### src/rtl/ifu_pkg.sv
`default_nettype none
// ============================================================================
// Module      : ifu_pkg
// Description : Shared definitions for the instruction fetch sequencer:
//               FSM state encoding, instruction size, default reset vector
//               and the wait-timer width helper.
// Revision    : 1.0 - initial release
// ============================================================================
package ifu_pkg;

    localparam logic [2:0] IDLE  = 3'd0;
    localparam logic [2:0] REQ   = 3'd1;
    localparam logic [2:0] WAIT  = 3'd2;
    localparam logic [2:0] HOLD  = 3'd3;
    localparam logic [2:0] HALT  = 3'd4;
    localparam logic [2:0] FAULT = 3'd5;

    localparam int unsigned INSTR_BYTES          = 4;
    localparam logic [31:0] DEFAULT_RESET_VECTOR = 32'h0000_0000;

    // Counter width able to hold TIMEOUT_CYCLES; never narrower than one bit.
    function automatic int unsigned timer_width(input int unsigned cycles);
        int unsigned w;
        w = $clog2(cycles + 1);
        return (w < 1) ? 1 : w;
    endfunction

endpackage
`default_nettype wire

### src/rtl/ifu_wait_timer.sv
`default_nettype none
// ============================================================================
// Module      : ifu_wait_timer
// Description : Clear/enable cycle counter that flags the cycle on which an
//               outstanding memory request has waited TIMEOUT_CYCLES cycles.
//               With TIMEOUT_CYCLES == 0 the expired flag is held low.
// Ports       : clk       - clock
//               rst_n     - asynchronous active-low reset
//               i_clr     - synchronous clear (has priority over i_en)
//               i_en      - count this cycle
//               o_expired - this enabled cycle is the last one allowed
// Revision    : 1.0 - initial release
// ============================================================================
module ifu_wait_timer
    import ifu_pkg::*;
#(
    parameter int unsigned TIMEOUT_CYCLES = 16
) (
    input  logic clk,
    input  logic rst_n,
    input  logic i_clr,
    input  logic i_en,
    output logic o_expired
);

    localparam int unsigned c_W       = timer_width(TIMEOUT_CYCLES);
    localparam logic        c_ENABLED = (TIMEOUT_CYCLES != 0);
    localparam logic [c_W-1:0] c_LAST =
        (TIMEOUT_CYCLES == 0) ? '0 : c_W'(TIMEOUT_CYCLES - 1);

    logic [c_W-1:0] r_count;

    always_ff @(posedge clk or negedge rst_n) begin
        if (!rst_n) begin
            r_count <= '0;
        end else if (i_clr) begin
            r_count <= '0;
        end else if (i_en) begin
            r_count <= r_count + 1'b1;
        end
    end

    // Flag the enabled cycle whose increment would bring the count to
    // TIMEOUT_CYCLES, so the owner leaves WAIT on that same edge.
    assign o_expired = c_ENABLED & i_en & (r_count == c_LAST);

endmodule
`default_nettype wire

### src/rtl/ifu_fetch_sequencer.sv
`default_nettype none
// ============================================================================
// Module      : ifu_fetch_sequencer
// Description : Instruction fetch sequencer. Owns the fetch PC, issues one
//               instruction-memory request at a time, captures the response
//               into the IR and offers it to decode with valid/ready.
//               Handles branch redirect (discarding an in-flight response),
//               halt, and a sticky response-timeout fault.
// Ports       : ifs_clock_in/ifs_reset_in   - clock, async active-low reset
//               halt_in, branch_taken_in,
//               branch_target_in            - control from the core
//               imem_req_out/imem_addr_out,
//               imem_ready_in/imem_valid_in,
//               imem_data_in                - instruction memory port
//               ir_valid_out/ir_data_out/
//               ir_pc_out, id_ready_in      - decode handshake
//               pc_out, halted_out,
//               fetch_fault_out             - status
// Revision    : 1.0 - initial release
// ============================================================================
module ifu_fetch_sequencer
    import ifu_pkg::*;
#(
    parameter logic [31:0] RESET_VECTOR   = DEFAULT_RESET_VECTOR,
    parameter int unsigned TIMEOUT_CYCLES = 16
) (
    input  logic        ifs_clock_in,
    input  logic        ifs_reset_in,
    input  logic        halt_in,
    input  logic        branch_taken_in,
    input  logic [31:0] branch_target_in,
    input  logic        imem_ready_in,
    input  logic        imem_valid_in,
    input  logic [31:0] imem_data_in,
    input  logic        id_ready_in,
    output logic        imem_req_out,
    output logic [31:0] imem_addr_out,
    output logic        ir_valid_out,
    output logic [31:0] ir_data_out,
    output logic [31:0] ir_pc_out,
    output logic [31:0] pc_out,
    output logic        halted_out,
    output logic        fetch_fault_out
);

    logic [2:0]  r_state;
    logic [2:0]  w_next_state;
    logic [31:0] r_pc;
    logic [31:0] r_ir_data;
    logic [31:0] r_ir_pc;
    logic        r_ir_valid;
    logic        r_discard;
    logic        r_fault;

    logic [31:0] w_target;
    logic        w_timeout;
    logic        w_load_target;
    logic        w_capture;
    logic        w_set_discard;
    logic        w_clr_discard;
    logic        w_flush;
    logic        w_enter_fault;

    assign w_target = branch_target_in & ~32'h0000_0003;

    ifu_wait_timer #(
        .TIMEOUT_CYCLES (TIMEOUT_CYCLES)
    ) u_wait_timer (
        .clk       (ifs_clock_in),
        .rst_n     (ifs_reset_in),
        .i_clr     (r_state != WAIT),
        .i_en      ((r_state == WAIT) && !imem_valid_in),
        .o_expired (w_timeout)
    );

    // ------------------------------------------------------------------
    // State register
    // ------------------------------------------------------------------
    always_ff @(posedge ifs_clock_in or negedge ifs_reset_in) begin
        if (!ifs_reset_in) begin
            r_state <= IDLE;
        end else begin
            r_state <= w_next_state;
        end
    end

    // ------------------------------------------------------------------
    // Next-state and datapath control
    // ------------------------------------------------------------------
    always_comb begin
        w_next_state  = r_state;
        w_load_target = 1'b0;
        w_capture     = 1'b0;
        w_set_discard = 1'b0;
        w_clr_discard = 1'b0;
        w_flush       = 1'b0;
        w_enter_fault = 1'b0;

        case (r_state)
            IDLE: begin
                w_load_target = branch_taken_in;
                w_next_state  = halt_in ? HALT : REQ;
            end

            REQ: begin
                if (imem_ready_in) begin
                    // Accepted: a branch on this edge makes the response stale.
                    w_next_state  = WAIT;
                    w_load_target = branch_taken_in;
                    w_set_discard = branch_taken_in;
                end else if (branch_taken_in) begin
                    w_load_target = 1'b1;
                end else if (halt_in) begin
                    w_next_state = HALT;
                end
            end

            WAIT: begin
                if (imem_valid_in) begin
                    w_clr_discard = 1'b1;
                    if (branch_taken_in || r_discard) begin
                        w_load_target = branch_taken_in;
                        w_next_state  = halt_in ? HALT : REQ;
                    end else begin
                        w_capture    = 1'b1;
                        w_next_state = HOLD;
                    end
                end else begin
                    // Response still owed: redirect now, drop it on arrival.
                    w_load_target = branch_taken_in;
                    w_set_discard = branch_taken_in;
                    if (w_timeout) begin
                        w_enter_fault = 1'b1;
                        w_next_state  = FAULT;
                    end
                end
            end

            HOLD: begin
                if (branch_taken_in || id_ready_in) begin
                    w_flush       = 1'b1;
                    w_load_target = branch_taken_in;
                    w_next_state  = halt_in ? HALT : REQ;
                end
            end

            HALT: begin
                if (branch_taken_in) begin
                    w_load_target = 1'b1;
                end else if (!halt_in) begin
                    w_next_state = REQ;
                end
            end

            FAULT: begin
                w_next_state = FAULT;
            end

            default: begin
                w_next_state = IDLE;
            end
        endcase
    end

    // ------------------------------------------------------------------
    // PC / IR / flag registers
    // ------------------------------------------------------------------
    always_ff @(posedge ifs_clock_in or negedge ifs_reset_in) begin
        if (!ifs_reset_in) begin
            r_pc       <= RESET_VECTOR;
            r_ir_data  <= '0;
            r_ir_pc    <= '0;
            r_ir_valid <= 1'b0;
            r_discard  <= 1'b0;
            r_fault    <= 1'b0;
        end else begin
            if (w_load_target) begin
                r_pc <= w_target;
            end else if (w_capture) begin
                r_pc <= r_pc + 32'(INSTR_BYTES);
            end

            if (w_capture) begin
                r_ir_data  <= imem_data_in;
                r_ir_pc    <= r_pc;
                r_ir_valid <= 1'b1;
            end else if (w_flush || w_enter_fault) begin
                r_ir_valid <= 1'b0;
            end

            if (w_set_discard) begin
                r_discard <= 1'b1;
            end else if (w_clr_discard || w_enter_fault) begin
                r_discard <= 1'b0;
            end

            if (w_enter_fault) begin
                r_fault <= 1'b1;
            end
        end
    end

    // ------------------------------------------------------------------
    // Outputs
    // ------------------------------------------------------------------
    always_comb begin
        imem_req_out    = (r_state == REQ);
        halted_out      = (r_state == HALT);
        imem_addr_out   = r_pc;
        pc_out          = r_pc;
        ir_valid_out    = r_ir_valid;
        ir_data_out     = r_ir_data;
        ir_pc_out       = r_ir_pc;
        fetch_fault_out = r_fault;
    end

endmodule
`default_nettype wire

### config.mk
export PLATFORM = sky130hd
export DESIGN_NAME = ifu_fetch_sequencer
export DESIGN_NICKNAME = d
export VERILOG_FILES = /design/src/rtl/ifu_pkg.sv /design/src/rtl/ifu_wait_timer.sv /design/src/rtl/ifu_fetch_sequencer.sv
export SDC_FILE = /design/constraint.sdc
export NUM_CORES = 1
export LEC_CHECK = 0
export CORE_ASPECT_RATIO = 0.6
export CORE_MARGIN = 5
export CORE_UTILIZATION = 30
export DETAILED_ROUTE_END_ITERATION = 8
export PLACE_DENSITY = 0.65
export SLEW_MARGIN = 40
export SYNTH_ARGS = -nofsm -noshare
export SYNTH_HDL_FRONTEND = slang
export SYNTH_SLANG_ARGS = --single-unit
export TNS_END_PERCENT = 50
### constraint.sdc
create_clock -name ifs_clock_in -period 1.8 [get_ports ifs_clock_in]
set_input_delay 0.36 -clock ifs_clock_in [delete_from_list [all_inputs] [get_ports ifs_clock_in]]
set_output_delay 0.36 -clock ifs_clock_in [all_outputs]
set_load 0.1 [all_outputs]
[Word level (Yosys, flattened, before mapping)]
Cells that the tools add are included.
Storage, ports and cells
  register bits after elaboration: 107
  latch bits: 0
  memory bits (writable): 0
  bits in read-only memories: 0
  input port bits: 71
  output and inout bits: 132
  logic and storage cells: 74
  memories: 0
Cells by class
  $add $sub $neg: 2
  multipliers: 0
  div/mod/pow operators: 0
  order comparisons: 0
  equality and inequality tests: 13
  shift operators: 0
  mux-type cells: 38
  bitwise logic cells: 1
  reductions and logical operators: 12
Operators with widths (count)
  two-way mux 32 bit: 2
  adder 32 x 3 -> 32 bit (second input constant): 1
  two-way mux 3 bit: 10
  two-way mux 1 bit: 21
  case mux 3 bit (6 select lines): 1
  two-way mux 5 bit: 2
  nonzero test 2 bit: 4
  == test 3 x 2 -> 1 bit (second input constant): 2
  == test 3 bit (second input constant): 2
  inequality test 2 bit (second input constant): 3
  inequality test 3 x 2 -> 1 bit (second input constant): 2
  inequality test 3 bit (second input constant): 2
  AND reduction 6 bit: 1
  adder 5 x 1 -> 5 bit (second input constant): 1
  == test 5 x 4 -> 1 bit (second input constant): 1
  case mux 1 bit (5 select lines): 1
  logical OR 1 bit: 4
  == test 3 x 1 -> 1 bit (second input constant): 1
  logical NOT 3 bit: 1
  case mux 1 bit (2 select lines): 1
  AND 1 bit: 1
  logical AND 1 bit: 1
  logical NOT 1 bit: 1

[Logic depth before layout (Yosys ltp)]
Gate-level depths: netlist (run 1).
  depth in word-level cells: 9
  gate-level depth with buffers: 7
  gate-level depth less buffers: 7

[By module]
A second synthesis (run 1) with hierarchy kept.
Unflattened totals
  cell total of the unflattened synthesis: 576
  area, all modules: 5108.6 um^2
By module, submodules not included
  ifu_fetch_sequencer: times used 1, cells an instance 552, area an instance 4823.4 um^2, seq. area each 2452.4 um^2
  ifu_wait_timer: times used 1, cells an instance 24, area an instance 285.3 um^2, seq. area each 125.1 um^2

[Least setup slack after synthesis (run 1)]
Ideal clock, no wire load.
  path type: reg2reg
  start: reg r_pc[3], in the netlist imem_addr_out[3]
  end: reg r_pc[16], in the netlist imem_addr_out[16]
  setup time: 0.127 ns
  arrival time: 2.559 ns
  data required time: 1.673 ns
  setup slack: -0.886 ns
  stages on the path, launching flop included: 7
  buffers on the path: 0
  clock period less this slack: 2.686 ns
  cell sequence: dfrtp_1 -> ha_1 -> nand4_1 -> nor4_4 -> nand3_1 -> a21o_1 -> a221o_1
Between the ends
  longest elaborated chain between the ends: 3
RTL lines
  start, declared: RTL line ifu_fetch_sequencer.sv:48  | logic [31:0] r_pc;
  start signal, assigned: RTL line ifu_fetch_sequencer.sv:178  | r_pc <= w_target;
  start signal, assigned: RTL line ifu_fetch_sequencer.sv:180  | r_pc <= r_pc + 32'(INSTR_BYTES);
  adder 32 x 3 -> 32 bit: RTL line ifu_fetch_sequencer.sv:180
  two-way mux 32 bit: RTL line ifu_fetch_sequencer.sv:179  | end else if (w_capture) begin
  two-way mux 32 bit: RTL line ifu_fetch_sequencer.sv:177  | if (w_load_target) begin
No other way between the ends. The select of a mux whose other input is x is not followed.
A chain may end at the register's enable or synchronous reset.

[Worst setup path after layout (run 1)]
  start: reg r_state[0]
  end: reg r_pc[17], in the netlist imem_addr_out[17]
Between the ends
  longest elaborated chain between the ends: 3
  elaborated cells between the ends (all ways): 9
  classes of those cells: eq/ne: 4; mux: 3; reduce/logical: 2
RTL lines
  start, declared: RTL line ifu_fetch_sequencer.sv:46  | logic [2:0] r_state;
  start signal, assigned: RTL line ifu_fetch_sequencer.sv:83  | r_state <= w_next_state;
  == test 3 bit, or another cell as far along: RTL line ifu_fetch_sequencer.sv:99  | case (r_state)
  case mux 1 bit (5 select lines) / two-way mux 1 bit (equally long branches): RTL line ifu_fetch_sequencer.sv:99
  two-way mux 32 bit / nonzero test 2 bit (equally long branches)
Parallel ways exist; a longest one is shown, timed or not.

==> results.sh, run 1 <==
export IMPL_outcome="finished, violations left"
export IMPL_violations="negative setup slack"
export IMPL_arrival_ps=2090
export IMPL_synth_cell_types=53
export IMPL_rr_startpoint="r_state[0]$_DFFE_PN0P_"
export IMPL_grtUsageTotal_pct=17.3
export IMPL_cts_path_max_buffers=2
export IMPL_first_global_vias=4841
export IMPL_clock_latency_ps=350
export IMPL_fillCellCount=1402
export IMPL_worstPathRequired_ps=2020
export IMPL_dp_hpwl_um=13400
export IMPL_ys_ff_latch=103
export IMPL_layout_commonest_cell="nand2_1"
export IMPL_post_route_period_util_pct=104
export IMPL_final_util_pct=57.3
export IMPL_vias=4849
export IMPL_grt_start_max_net_pins=45
export IMPL_syn2layout_area_growth_pct=86.0
export IMPL_slew_violations=0
export IMPL_critical_path_endpoint="imem_addr_out[17]$_DFFE_PN0P_"
export IMPL_rr_worst_depth=6
export IMPL_path_clk_slew_ps=80
export IMPL_hold_path_class="in2async"
export IMPL_yosys_area_top_type="dfrtp_1"
export IMPL_cts_buffers=9
export IMPL_synthTopCellsByArea="dfrtp_1 51%, nand2_1 16%, buf_4 5.6%"
export IMPL_top_level_ports=203
export IMPL_num_nets_final=881
export IMPL_timing_hold_ws_ps=446
export IMPL_die_area_sq_um=19600
export IMPL_mostFrequentLayoutCells="214 x nand2_1, 130 x buf_12, 76 x dfrtp_1"
export IMPL_synth_flop_cell="dfrtp_1"
export IMPL_cts_max_level=3
export IMPL_initial_core_util_pct=30.8
export IMPL_row_count=36
export IMPL_setup_viol=16
export IMPL_core_sq_um=16400
export IMPL_via_per_inst=4.66
export IMPL_maxCapViolCount=0
export IMPL_fin_ws_ps=-73.5
export IMPL_cp_max_fo=7
export IMPL_fin_setup_tns_ps=-484
export IMPL_async_flop_share_pct=100
export IMPL_crit_path_start_kind="register"
export IMPL_synth_warning_count=0
export IMPL_path_class="reg2reg"
export IMPL_syn_area_sq_um=5050
export IMPL_antenna_found_initial=0
export IMPL_r2r_slack_ps=-70
export IMPL_root_buffer="clkbuf_16"
export IMPL_grt_ovfl_total=0
export IMPL_r2r_end="imem_addr_out[17]$_DFFE_PN0P_"
export IMPL_portBuffers=194
export IMPL_clock_sink_count=103
export IMPL_critPathLaunch="r_state[0]$_DFFE_PN0P_"
export IMPL_skew_ps=8.89
export IMPL_synth_edff_count=0
export IMPL_hold_violations=0
export IMPL_gp_congestion=0.829
export IMPL_grt_pass1_wl_um=27200
export IMPL_syn_avg_cell_area_sq_um=8.74
export IMPL_rsz0062_at_grt="true"
export IMPL_drc=0
export IMPL_synthCells=578
export IMPL_drt_pass1_iter_count=4
export IMPL_ys_seq_area_share_pct=51.0
export IMPL_min_period_ps=1870
export IMPL_die_w_um=178
export IMPL_drt_iter0_markers=346
export IMPL_die_h_um=111
export IMPL_layout_drive_gt1_share_pct=35.8
export IMPL_antennaDiodeCount=0
export IMPL_cts_tree="built"
export IMPL_endpoint_kind="register"
export IMPL_synth_top_area_share_pct=51.0
export IMPL_ant_nets=0
export IMPL_max_freq_ghz=0.534
export IMPL_totalWireLength_um=17300
export IMPL_wire_per_inst_um=16.6
## cell families (layout without fill, tap and decap cells)
logic type,after synthesis,after routing,share of synthesized area (%)
xor gates and xnor gates,18,18,3.12
and+or+nand+nor,313,313,27.5
DFF,103,103,51.0
buffers and inverters,74,303,8.82
adders and majority gates,3,3,0.743
muxes,3,3,0.619
AOI/OAI and AO/OA,63,63,8.10
other,1,6,0.0742
## cell type report
cell class	instances	area, sq um	area share [%]
clock buffers	9	225	2.40
clock inverters	7	55.1	0.586
inverters	11	41.3	0.439
multi-input cells	406	2240	23.8
flip-flops and latches	103	2640	28.1
well taps	228	285	3.04
repair buffers	276	3910	41.6
## through the flow
| stage | std cells | setup slack [ps] | area [sq um] |
|---|---|---|---|
| floorplan | 583 | -216 | 5210 |
| global placement | 1014 | -543 | 8870 |
| detailed placement | 1014 | -577 | 8870 |
| CTS | 1032 | -69.7 | 9220 |
| global route | 1040 | -152 | 9400 |
| finish | 1040 | -73.5 | 9400 |
## worst max-delay path: stages, from the launching register on
cell and delay, ps:
dfrtp_1 390, or3b_4 450, nor4_4 370, buf_6 190, nand2_4 60, o211ai_1 170, o311ai_1 130
## cells in the mapped netlist, drive strengths merged, types with 6 or more instances
cell type,number
nor4,6
inv,11
dfrtp,103
a21oi,10
nor3,7
nand2,217
nor2,27
nand3,17
buf,49
xor2,12
o211ai,6
nand4,12
clkbuf,14
o21ai,24
xnor2,6
## repair_timing
item                                    CTS  global route
hold endpoints to repair                 11             0
pin swaps                                11            11
endpoints found under the setup margin   77            65
hold buffers                              1             0
gates resized for setup                  15            30
setup buffers                             1             8
## how the worst min path moves through the flow
stage | end | cells after the start
global route | ir_pc_out[20]$_DFFE_PN0P_ | 2
detailed placement | ir_pc_out[20]$_DFFE_PN0P_ | 1
CTS | ir_pc_out[20]$_DFFE_PN0P_ | 2
global placement | ir_pc_out[18]$_DFFE_PN0P_ | 1
finish | imem_addr_out[18]$_DFFE_PN0P_ | 2
floorplan | fetch_fault_out$_DFFE_PN0P_ | 0
## state kept, by name, indices dropped and copies added (netlist names)
register and cells:
fetch_fault_out 1, imem_addr_out 30, ir_data_out 32, ir_pc_out 30, ir_valid_out 1, r_discard 1
r_state 3, u_wait_timer.r_count 5
## layer usage
metal,vias up,GRT usage [%],part of all wire [%]
met5,-,0,0
met4,0,2.57,0.67
met3,14,4.71,8.0
met2,193,25.8,45
met1,2324,25.4,47
li1,2318,-,-
Power of run 1 is left out: the tool's default activity adds up to more than one toggle a clock period on the data nets, which glitch-free logic cannot reach.
==> inputs of run 2 (changes only) <==
- CORE_UTILIZATION: 30 -> 39
- PLACE_DENSITY: 0.65 -> 0.8
==> run 2 against run 1 <==
The run still ends with negative setup slack left. Core utilization rose by 16 points. Sequential share of layout area fell by 0.067 points. Fmax fell by 1.9%. Die area fell by 21%. Setup slack got worse by 36 ps. Register-to-register slack got worse by 40 ps. Worst hold slack improved by 66 ps. Flip-flop and latch count did not move. Final cell count fell by 5.4%. Non-clock buffer count rose by 2. Via count rose by 6.2%. Critical path type unchanged. Highest routed layer unchanged.
==> results.sh, run 2 (synthesis results as in run 1) <==
export IMPL_die_area_sq_um=15400
export IMPL_wire_per_inst_um=18.6
export IMPL_timing_hold_ws_ps=512
export IMPL_clock_latency_ps=350
export IMPL_die_h_um=98.2
export IMPL_hold_path_class="in2async"
export IMPL_fin_ws_ps=-109
export IMPL_drt_pass1_iter_count=5
export IMPL_drt_iter0_markers=330
export IMPL_grt_ovfl_total=0
export IMPL_crit_chain="or3b_4 -> buf_6 -> nor2_4 -> buf_12 -> nor2_4 -> a21o_1 -> a221o_1"
export IMPL_initial_core_util_pct=39.6
export IMPL_setup_viol=17
export IMPL_violations="negative setup slack"
export IMPL_num_nets_final=883
export IMPL_cts_tree="built"
export IMPL_cts_path_max_buffers=2
export IMPL_post_route_period_util_pct=106
export IMPL_gp_congestion=0.928
export IMPL_fillCellCount=809
export IMPL_row_count=32
export IMPL_cp_max_fo=3
export IMPL_relSlewSlack_pct=67.4
export IMPL_antenna_found_initial=0
export IMPL_skew_ps=15.6
export IMPL_path_clk_slew_ps=80
export IMPL_layout_commonest_cell="nand2_1"
export IMPL_crit_family="simple AND/OR/NAND/NOR gates"
export IMPL_top_level_ports=203
export IMPL_mostFrequentLayoutCells="214 x nand2_1, 134 x buf_12, 76 x dfrtp_1"
export IMPL_critical_path_buf_inv_count=2
export IMPL_largest_reg_flops=32
export IMPL_portBuffers=194
export IMPL_slew_violations=0
export IMPL_totalWireLength_um=18300
export IMPL_root_buffer="clkbuf_16"
export IMPL_maxCapViolCount=0
export IMPL_tightest_slew_ps=477
export IMPL_drc=0
export IMPL_antennaDiodeCount=0
export IMPL_worstPathRequired_ps=2030
export IMPL_crit_path_start_kind="register"
export IMPL_syn2layout_area_growth_pct=86.4
export IMPL_die_w_um=157
export IMPL_cts_buffers=9
export IMPL_critPathMostFrequentCell="nor2_4"
export IMPL_arrival_ps=2140
export IMPL_final_util_pct=73.7
export IMPL_min_period_ps=1910
export IMPL_grtUsageTotal_pct=22.7
export IMPL_via_per_inst=5.23
export IMPL_ant_nets=0
export IMPL_layout_drive_gt1_share_pct=37.0
export IMPL_first_global_vias=5134
export IMPL_outcome="finished, violations left"
export IMPL_cts_max_level=3
export IMPL_grt_start_max_net_pins=39
export IMPL_vias=5151
export IMPL_dp_hpwl_um=13700
export IMPL_max_freq_ghz=0.524
export IMPL_cpPeakStageDelay_ps=450
export IMPL_core_sq_um=12800
export IMPL_hold_violations=0
export IMPL_grt_pass1_wl_um=28000
export IMPL_critPathSlowestCell="or3b_4"
export IMPL_path_class="reg2reg"
export IMPL_clock_sink_count=103
export IMPL_rsz0062_at_grt="true"
export IMPL_endpoint_kind="register"
==> run 2: through the flow <==
stage          area, sq um  TNS (ps)  worst slack [ps]  std cells
6_report              9420      -705              -109        984
5_1_grt               9420     -1930              -132        984
4_1_cts               9230      -228             -64.3        977
3_5_place_dp          8820    -32690              -542        955
3_3_place_gp          8820    -28710              -520        955
2_1_floorplan         5210     -1210              -216        583
==> run 2: repair_timing <==
item | in CTS | in global routing
hold buffers | 1 | 0
resized for setup | 16 | 35
buffers inserted | 5 | 7
setup endpoints to repair | 65 | 79
hold endpoints to repair | 32 | 0
pin swaps | 15 | 17
==> run 2: final timing paths <==
check / start / endpoint / slack (ps) / cells after the start
min in group ifs_clock_in: u_wait_timer.r_count[4]$_DFFE_PN0P_ / u_wait_timer.r_count[4]$_DFFE_PN0P_ / 520 / 2
worst max-delay path: r_discard$_DFFE_PN0P_ / imem_addr_out[16]$_DFFE_PN0P_ / -110 / 7
worst min register to register: u_wait_timer.r_count[4]$_DFFE_PN0P_ / u_wait_timer.r_count[4]$_DFFE_PN0P_ / 520 / 2
worst min-delay path: ifs_reset_in / ir_data_out[31]$_DFFE_PN0P_ / 510 / 2
worst max register to register: r_discard$_DFFE_PN0P_ / imem_addr_out[16]$_DFFE_PN0P_ / -110 / 7
max in group asynchronous: ifs_reset_in / imem_addr_out[17]$_DFFE_PN0P_ / 690 / 3
==> run 2: area by class of cell <==
type | instances | area, sq um | share of cell area [%]
Clock buffer | 9 | 225 | 2.39
Tap cell | 170 | 213 | 2.26
Clock inverter | 7 | 72.6 | 0.770
Multi-Input combinational cell | 406 | 2250 | 23.9
Sequential cell | 103 | 2640 | 28.1
Inverter | 11 | 41.3 | 0.438
Timing Repair Buffer | 278 | 3970 | 42.2
==> run 2: metal layers <==
| metal | track usage, % | part of all wire, % | wire length, um | vias up |
|---|---|---|---|---|
| met5 | 0 | 0 | 0 | - |
| met3 | 6.11 | 8.8 | 1610 | 33 |
| met4 | 5.00 | 2.1 | 381 | 0 |
| li1 | - | - | - | 2332 |
| met1 | 29.3 | 39 | 7180 | 2529 |
| met2 | 38.4 | 50 | 9140 | 257 |
Power of run 2 is left out for the same reason.
